`config.mk`:
```
export PLATFORM = sky130hd
export DESIGN_NAME = microsequencer
export DESIGN_NICKNAME = d
export VERILOG_FILES = /design/src/rtl/microsequencer.sv
export SDC_FILE = /design/constraint.sdc
export NUM_CORES = 1
export LEC_CHECK = 0
export CAP_MARGIN = 30
export CORE_ASPECT_RATIO = 2
export CORE_UTILIZATION = 45
export CTS_CLUSTER_SIZE = 14
export DETAILED_ROUTE_END_ITERATION = 6
export PLACE_DENSITY = 0.7
export SLEW_MARGIN = 20
export SYNTH_ARGS = -nofsm -noshare
export SYNTH_HDL_FRONTEND = slang
export SYNTH_SLANG_ARGS = --single-unit
```
`constraint.sdc`:
```
create_clock -name clk -period 2.15 [get_ports clk]
set_input_delay 0.3225 -clock clk [delete_from_list [all_inputs] [get_ports clk]]
set_output_delay 0.3225 -clock clk [all_outputs]
set_load 0.02 [all_outputs]
```
`src/rtl/microsequencer.sv`:
```
`default_nettype none
// +--------------------------------------------------------------------------+
// | microsequencer: registered next-state sequencer for the ARM control unit |
// | Rev 1.0                                                                  |
// +--------------------------------------------------------------------------+
module microsequencer #(
  parameter int STATE_W     = 10,
  parameter int STACK_DEPTH = 4,
  parameter int MOC_TIMEOUT = 64,
  parameter int RESET_STATE = 0,
  parameter int FETCH_STATE = 1,
  parameter int FAULT_STATE = 1023
) (
  input  logic                               clk,
  input  logic                               reset_n,
  input  logic                               stall,
  input  logic [2:0]                         ns_sel,
  input  logic [STATE_W-1:0]                 ns_target,
  input  logic [STATE_W-1:0]                 dispatch_addr,
  input  logic                               dispatch_valid,
  input  logic                               Cond,
  input  logic                               MOC,
  output logic [STATE_W-1:0]                 state,
  output logic                               fault,
  output logic                               illegal_instr,
  output logic [$clog2(STACK_DEPTH+1)-1:0]   stack_level
);

  localparam int SL_W  = $clog2(STACK_DEPTH + 1);
  localparam int IDX_W = (STACK_DEPTH > 1) ? $clog2(STACK_DEPTH) : 1;
  localparam int CNT_W = (MOC_TIMEOUT > 1) ? $clog2(MOC_TIMEOUT) : 1;

  localparam logic [2:0] c_SEQ      = 3'd0;
  localparam logic [2:0] c_JUMP     = 3'd1;
  localparam logic [2:0] c_DISPATCH = 3'd2;
  localparam logic [2:0] c_WAIT_MOC = 3'd3;
  localparam logic [2:0] c_COND     = 3'd4;
  localparam logic [2:0] c_CALL     = 3'd5;
  localparam logic [2:0] c_RET      = 3'd6;

  localparam logic [STATE_W-1:0] c_RESET_ST = STATE_W'(RESET_STATE);
  localparam logic [STATE_W-1:0] c_FETCH_ST = STATE_W'(FETCH_STATE);
  localparam logic [STATE_W-1:0] c_FAULT_ST = STATE_W'(FAULT_STATE);
  localparam logic [SL_W-1:0]    c_DEPTH    = SL_W'(STACK_DEPTH);
  localparam logic [CNT_W-1:0]   c_CNT_LAST = CNT_W'((MOC_TIMEOUT > 0) ? MOC_TIMEOUT - 1 : 0);
  localparam bit                 c_TO_EN    = (MOC_TIMEOUT != 0);

  logic [STATE_W-1:0] r_state;
  logic [STATE_W-1:0] w_next;
  logic [STATE_W-1:0] w_incr;
  logic [CNT_W-1:0]   r_cnt;
  logic [CNT_W-1:0]   w_cnt_next;
  logic [SL_W-1:0]    r_level;
  logic [SL_W-1:0]    w_level_next;
  logic               r_fault;
  logic               w_fault_set;
  logic               r_illegal;
  logic               w_illegal;
  logic               w_push;
  logic               w_full;
  logic               w_empty;
  logic [IDX_W-1:0]   w_push_idx;
  logic [IDX_W-1:0]   w_pop_idx;
  logic [STATE_W-1:0] r_stack [STACK_DEPTH];

  assign w_incr     = r_state + 1'b1;
  assign w_full     = (r_level == c_DEPTH);
  assign w_empty    = (r_level == '0);
  assign w_push_idx = IDX_W'(r_level);
  assign w_pop_idx  = IDX_W'(r_level - 1'b1);

  always_comb begin
    w_next       = w_incr;
    w_cnt_next   = '0;
    w_level_next = r_level;
    w_push       = 1'b0;
    w_fault_set  = 1'b0;
    w_illegal    = 1'b0;
    case (ns_sel)
      c_SEQ: begin
        w_next = w_incr;
      end
      c_JUMP: begin
        w_next = ns_target;
      end
      c_DISPATCH: begin
        if (dispatch_valid) begin
          w_next = dispatch_addr;
        end else begin
          w_next    = c_FETCH_ST;
          w_illegal = 1'b1;
        end
      end
      c_WAIT_MOC: begin
        // The counter holds the number of MOC=0 cycles already spent here.
        if (MOC) begin
          w_next = w_incr;
        end else if (c_TO_EN && (r_cnt == c_CNT_LAST)) begin
          w_next      = c_FAULT_ST;
          w_fault_set = 1'b1;
        end else begin
          w_next     = r_state;
          w_cnt_next = r_cnt + 1'b1;
        end
      end
      c_COND: begin
        w_next = Cond ? ns_target : c_FETCH_ST;
      end
      c_CALL: begin
        if (w_full) begin
          w_next      = c_FAULT_ST;
          w_fault_set = 1'b1;
        end else begin
          w_next       = ns_target;
          w_push       = 1'b1;
          w_level_next = r_level + 1'b1;
        end
      end
      c_RET: begin
        if (w_empty) begin
          w_next      = c_FAULT_ST;
          w_fault_set = 1'b1;
        end else begin
          w_next       = r_stack[w_pop_idx];
          w_level_next = r_level - 1'b1;
        end
      end
      default: begin
        w_next = c_FETCH_ST;
      end
    endcase
  end

  always_ff @(posedge clk or negedge reset_n) begin
    if (!reset_n) begin
      r_state   <= c_RESET_ST;
      r_cnt     <= '0;
      r_level   <= '0;
      r_fault   <= 1'b0;
      r_illegal <= 1'b0;
      for (int i = 0; i < STACK_DEPTH; i++) begin
        r_stack[i] <= '0;
      end
    end else if (!stall) begin
      r_state   <= w_next;
      r_cnt     <= w_cnt_next;
      r_level   <= w_level_next;
      r_fault   <= r_fault | w_fault_set;
      r_illegal <= w_illegal;
      if (w_push) begin
        r_stack[w_push_idx] <= w_incr;
      end
    end
  end

  assign state         = r_state;
  assign fault         = r_fault;
  assign illegal_instr = r_illegal;
  assign stack_level   = r_level;

endmodule
`default_nettype wire

```
### Word-level counts from Yosys, hierarchy flattened

Index checks and enable logic that the tools add are counted.

* flip-flop bits (word level): 61
* bits in latches: 0
* bits in writable memories: 0
* ROM bits: 0
* input port bits: 29
* output and inout bits: 15
* word-level logic and storage cells: 66
* memories kept: 0

* $add $sub $neg: 4
* $mul: 0
* divide/modulo/power cells: 0
* magnitude comparators: 3
* eq/ne operators: 11
* shift operators: 0
* muxes and demuxes: 28
* bitwise logic cells: 4
* reductions and logical operators: 7

Operators by type and width (count)
* 2-to-1 mux 10 bit: 9
* one-hot mux 10 bit (7 select lines): 1
* bitwise mux 40 bit: 1
* binary-select mux 10 bit (select 2 bit): 1
* demux 10 bit (select 2 bit): 1
* 2-to-1 mux 6 bit: 3
* equality test 3 bit (second input constant): 4
* adder 10 x 1 -> 10 bit (second input constant): 1
* 2-to-1 mux 1 bit: 8
* adder 6 x 1 -> 6 bit (second input constant): 1
* equality test 3 x 2 -> 1 bit (second input constant): 2
* equality test 6 bit (second input constant): 1
* >= comparator 3 bit (second input constant): 2
* zero test 3 bit: 2
* 2-to-1 mux 3 bit: 2
* inverter 2 -> 3 bit: 2
* one-hot mux 3 bit (2 select lines): 1
* inequality test 2 bit (second input constant): 2
* AND reduction 2 bit: 2
* AND reduction 4 bit: 1
* adder 3 x 1 -> 3 bit (second input constant): 1
* equality test 3 x 1 -> 1 bit (second input constant): 1
* < comparator 3 x 1 -> 1 bit (second input constant): 1
* inequality test 3 bit (second input constant): 1
* other kinds (6): 6

### Logic depth before layout (Yosys ltp)

* depth after elaboration: 7
* depth in mapped cells: 9

### Worst setup path after synthesis

Ideal clock, no wire load.

* kind: register -> register
* from: reg r_level[0] (netlist: stack_level[0])
* to: reg r_state[9] (netlist: state[9])
* arrival time: 2411 ps
* data required time: 2029 ps
* path slack: -382 ps
* stages on the path, launching flop included: 9
* buffers on the path: 2
* cells stage by stage: dfrtp_1 -> buf_2 -> inv_1 -> ha_1 -> clkbuf_1 -> mux4_2 -> o21ai_0 -> o2111ai_1 -> a22o_1

* cells in the longest elaborated chain, start to end: 7
* elaborated cells between the ends (all ways): 10

RTL lines
* start, declared: RTL line 53 `logic [SL_W-1:0] r_level;`
* start signal, assigned: RTL line 147 `r_level <= w_level_next;`
* subtractor 3 x 1 -> 3 bit
* inverter 2 -> 3 bit (not written as such): RTL line 124 `w_next = r_stack[w_pop_idx];`
* binary-select mux 10 bit (select 2 bit): RTL line 124
* 2-to-1 mux 10 bit (not written as such) (2 in a row): RTL line 124
* 2-to-1 mux 10 bit: RTL line 120 `if (w_empty) begin`
* one-hot mux 10 bit (7 select lines) (*): RTL line 79 `case (ns_sel)`
* end signal, assigned: RTL line 136 `r_state <= c_RESET_ST;`
* end signal, assigned: RTL line 145 `r_state <= w_next;`
* end, declared: RTL line 48 `logic [STATE_W-1:0] r_state;`

Every way passes the cells marked *; elsewhere a longest branch is shown, timed or not. The select of a mux whose other input is x is not followed.
A chain may end at the register's enable or synchronous reset.

### Worst setup path in the final report

* from: reg r_state[1] (netlist: state[1])
* to: reg r_state[6] (netlist: state[6])

* cells in the longest elaborated chain, start to end: 3

RTL lines
* adder 10 x 1 -> 10 bit (*): RTL line 66 `assign w_incr = r_state + 1'b1;`
* 2-to-1 mux 10 bit: RTL line 96 `if (MOC) begin`
* one-hot mux 10 bit (7 select lines) (*): RTL line 79

Every way passes the cells marked *; elsewhere a longest branch is shown, timed or not.

==> impl_results.md <==
- Area of the multi-input gates: 1668 µm²
- Flop pwr share: 34.3%
- Most frequent cells in the layout: 60 x dfrtp_1, 48 x nand2_1, 42 x clkdlybuf4s50_1
- Slew at the pin closest to its max-slew limit: 590.3 ps
- Layout cell share with drive strength beyond 1: 19.95%
- Die width: 62.57 µm
- CP Launch Type: flop
- Setup crit end kind: flop
- GR Util All Layers: 24.75%
- Worst hold margin: -25.75 ps
- Wire per inst: 17.40 µm
- DP Area: 4119 µm²
- Yosys reg bits: 61
- Worst Path Buf+Inv: 0
- Lkg Pwr: 0.001946 µW
- CP required: 2370 ps
- Fin util: 63.76%
- Top post-synthesis cells by area: dfrtp_1 46%, mux4_2 6.8%, o21ai_0 6.1%
- Routed vias: 2,832
- Slowest CP cell: dfrtp_1
- Worst Path Max Fanout: 5
- Cell Pwr Density: 1201 nW/µm²
- Distinct cells, synth: 48
- Initial DRT Pass Iterations: 4
- Setup TNS: 0 ps
- CTS tree: done
- Max Cap Violations: 0
- ANT cells: 0
- Largest net degree at the start of global routing: 62
- Floorplan core area: 6994 µm²
- Hold_buf cts: 0
- Clock skew: 6.815 ps
- Final hold violation count: 12
- Min Tclk post-route: 1981 ps
- Clock power frac: 30.8%
- Syn_nets: 359
- Final RePlAce weighted congestion: 0.9192
- # IOs: 44
- Antenna viol nets, final: 0
- Post-CTS Setup Bufs: 0
- CTS root buf: clkbuf_16
- Routed vias/inst: 5.710
- Clock slew at reported path FFs: 60 ps
- GR Overflow Total: 0
- Final setup fails: 0
- Sw Share: 31.30%
- Top FF cell, synth: dfrtp_1
- RSZ-0062 raised after global routing: false
- Clock buffer depth: 2
- Top achievable clock speed: 504.7 MHz
- Gate power share: 34.9%
- Final nets: 437
- Yosys warnings: 0
- Final Cell Area: 4459 µm²
- Failing checks: negative hold slack
- First-pass GRT wire length: 14,210 µm
- DRT iter0 DRCs: 210
- Slew Viols, Final: 0
- Internal power: 3678 µW
- DRC: 0
- Hold Crit Class: in -> async
- Final WL: 8628 µm
- Skew-Pair Late Insertion Delay: 330 ps
- Vias in the first global route: 2,975
- Post-Syn Instances: 323
- VDD IR-drop max: 0.8742 mV
- CTS buffer count: 9
- H-tree Lvls: 3
- Area share of the largest cell type after synthesis: 46.23%
- Crit path arrival time: 2200 ps
- Filler Cell Count: 578
- Setup CP Type: reg -> reg
- Syn_area_per_cell: 10.22 µm²
- DP HPWL: 6420 µm
- Clock Sinks: 61
- Post-synth EDFFs: 0
- Net Sw Power: 1676 µW
- Sequential cell area: 1528 µm²
- Share of the yosys chip area belonging to registers: 46.23%
- Delay-heaviest family, CP: compound AO/OA/AOI/OAI gates
- Layout area overhead: 35.05%
- Initial antenna violation count: 0
- Largest area contributor in the netlist: dfrtp_1
- Status: finished with violations
- Port Buffers: 43
- Final period util: 92.15%
- Die area: 7705 µm²
- Slew headroom: 60.50%
- Post-CTS sizing: 0
- Initial core utilization: 47.21%
- Die height: 123.1 µm
- Mapped cell area: 3302 µm²
- FP Rows: 43
- Ys async rst share: 100.0%
- Slowest stage delay, CP: 430 ps
- Crit-path cells: ha_1 -> nand3_1 -> nor2_1 -> xnor2_1 -> o21ai_0 -> a221o_1
- Most common cell after layout, fill and taps aside: dfrtp_1
-- logic make-up (layout without fill, tap and decap cells) --
logic type	Yosys count	after routing	share of synthesized area [%]
DFF	61	61	46.23
and+or+nand+nor	104	104	15.23
AOI/OAI and AO/OA	97	97	18.95
adders and majority gates	7	7	2.652
xor gates and xnor gates	16	16	4.813
buffers and inverters	22	105	3.259
muxes	16	16	8.867
-- metal layers --
layer,track usage (%),up-vias,wire (µm)
met5,0,-,0
met2,44.90,92,4676
li1,-,1335,-
met4,15.26,0,363
met3,4.613,37,334
met1,26.12,1368,3253
-- flip-flops by register name, summed over array words and instances (netlist names) --
register       count
fault              1
illegal_instr      1
r_cnt              6
r_stack           40
stack_level        3
state             10
-- stage by stage --
step	power [µW]	setup WS, ps	cells
3_5_place_dp	3722	-37.05	480
2_1_floorplan	2977	22.69	323
6_report	5354	168.8	496
5_1_grt	5655	141.1	496
3_3_place_gp	3643	16.76	480
4_1_cts	5389	181.6	496
-- final timing paths --
check                       startpoint        endpoint  slack [ps]  depth (start not counted)
max reg2reg                   state[1]        state[6]         170                          6
min                            reset_n           fault         -30                          2
max                           state[1]        state[6]         170                          6
min in group clk           r_stack[28]     r_stack[28]         470                          2
min reg2reg                r_stack[28]     r_stack[28]         470                          2
max in group asynchronous      reset_n  stack_level[0]        1850                          2
-- power by group through the flow --
| stage | clock (µW) | sequential (µW) | combinational (µW) |
|---|---|---|---|
| 6_report | 1650 | 1840 | 1870 |
| 5_1_grt | 1720 | 1890 | 2040 |
| 4_1_cts | 1680 | 1830 | 1880 |
| 3_5_place_dp | 0 | 1850 | 1870 |
| 3_3_place_gp | 0 | 1820 | 1820 |
| 2_1_floorplan | 0 | 1880 | 1100 |
-- layout make-up --
type                            instances  share of cell area (%)
Multi-Input combinational cell        240                   37.40
Sequential cell                        61                   34.26
Timing Repair Buffer                   83                   17.68
Clock buffer                           10                   5.135
Tap cell                               90                   2.525
Clock inverter                          6                   2.497
Inverter                                6                  0.5051
-- Yosys cell counts, types with 2 or more instances --
cell	n
buf_6	2
nor2_1	23
mux4_2	10
a221o_1	3
nand2_1	48
o211ai_1	2
xor2_1	8
o21ai_0	40
nand3_1	9
o21a_1	3
buf_2	8
o2111ai_1	4
a21oi_1	18
or3b_1	2
xnor2_1	7
a22oi_1	5
and3_1	4
inv_1	6
dfrtp_1	61
ha_1	7
clkbuf_1	6
nor2b_1	2
mux2_2	6
o22ai_1	3
a32oi_1	2
or3_1	2
a221oi_1	2
a22o_1	9
nand2b_1	2
(Power assumes the default switching activity.)
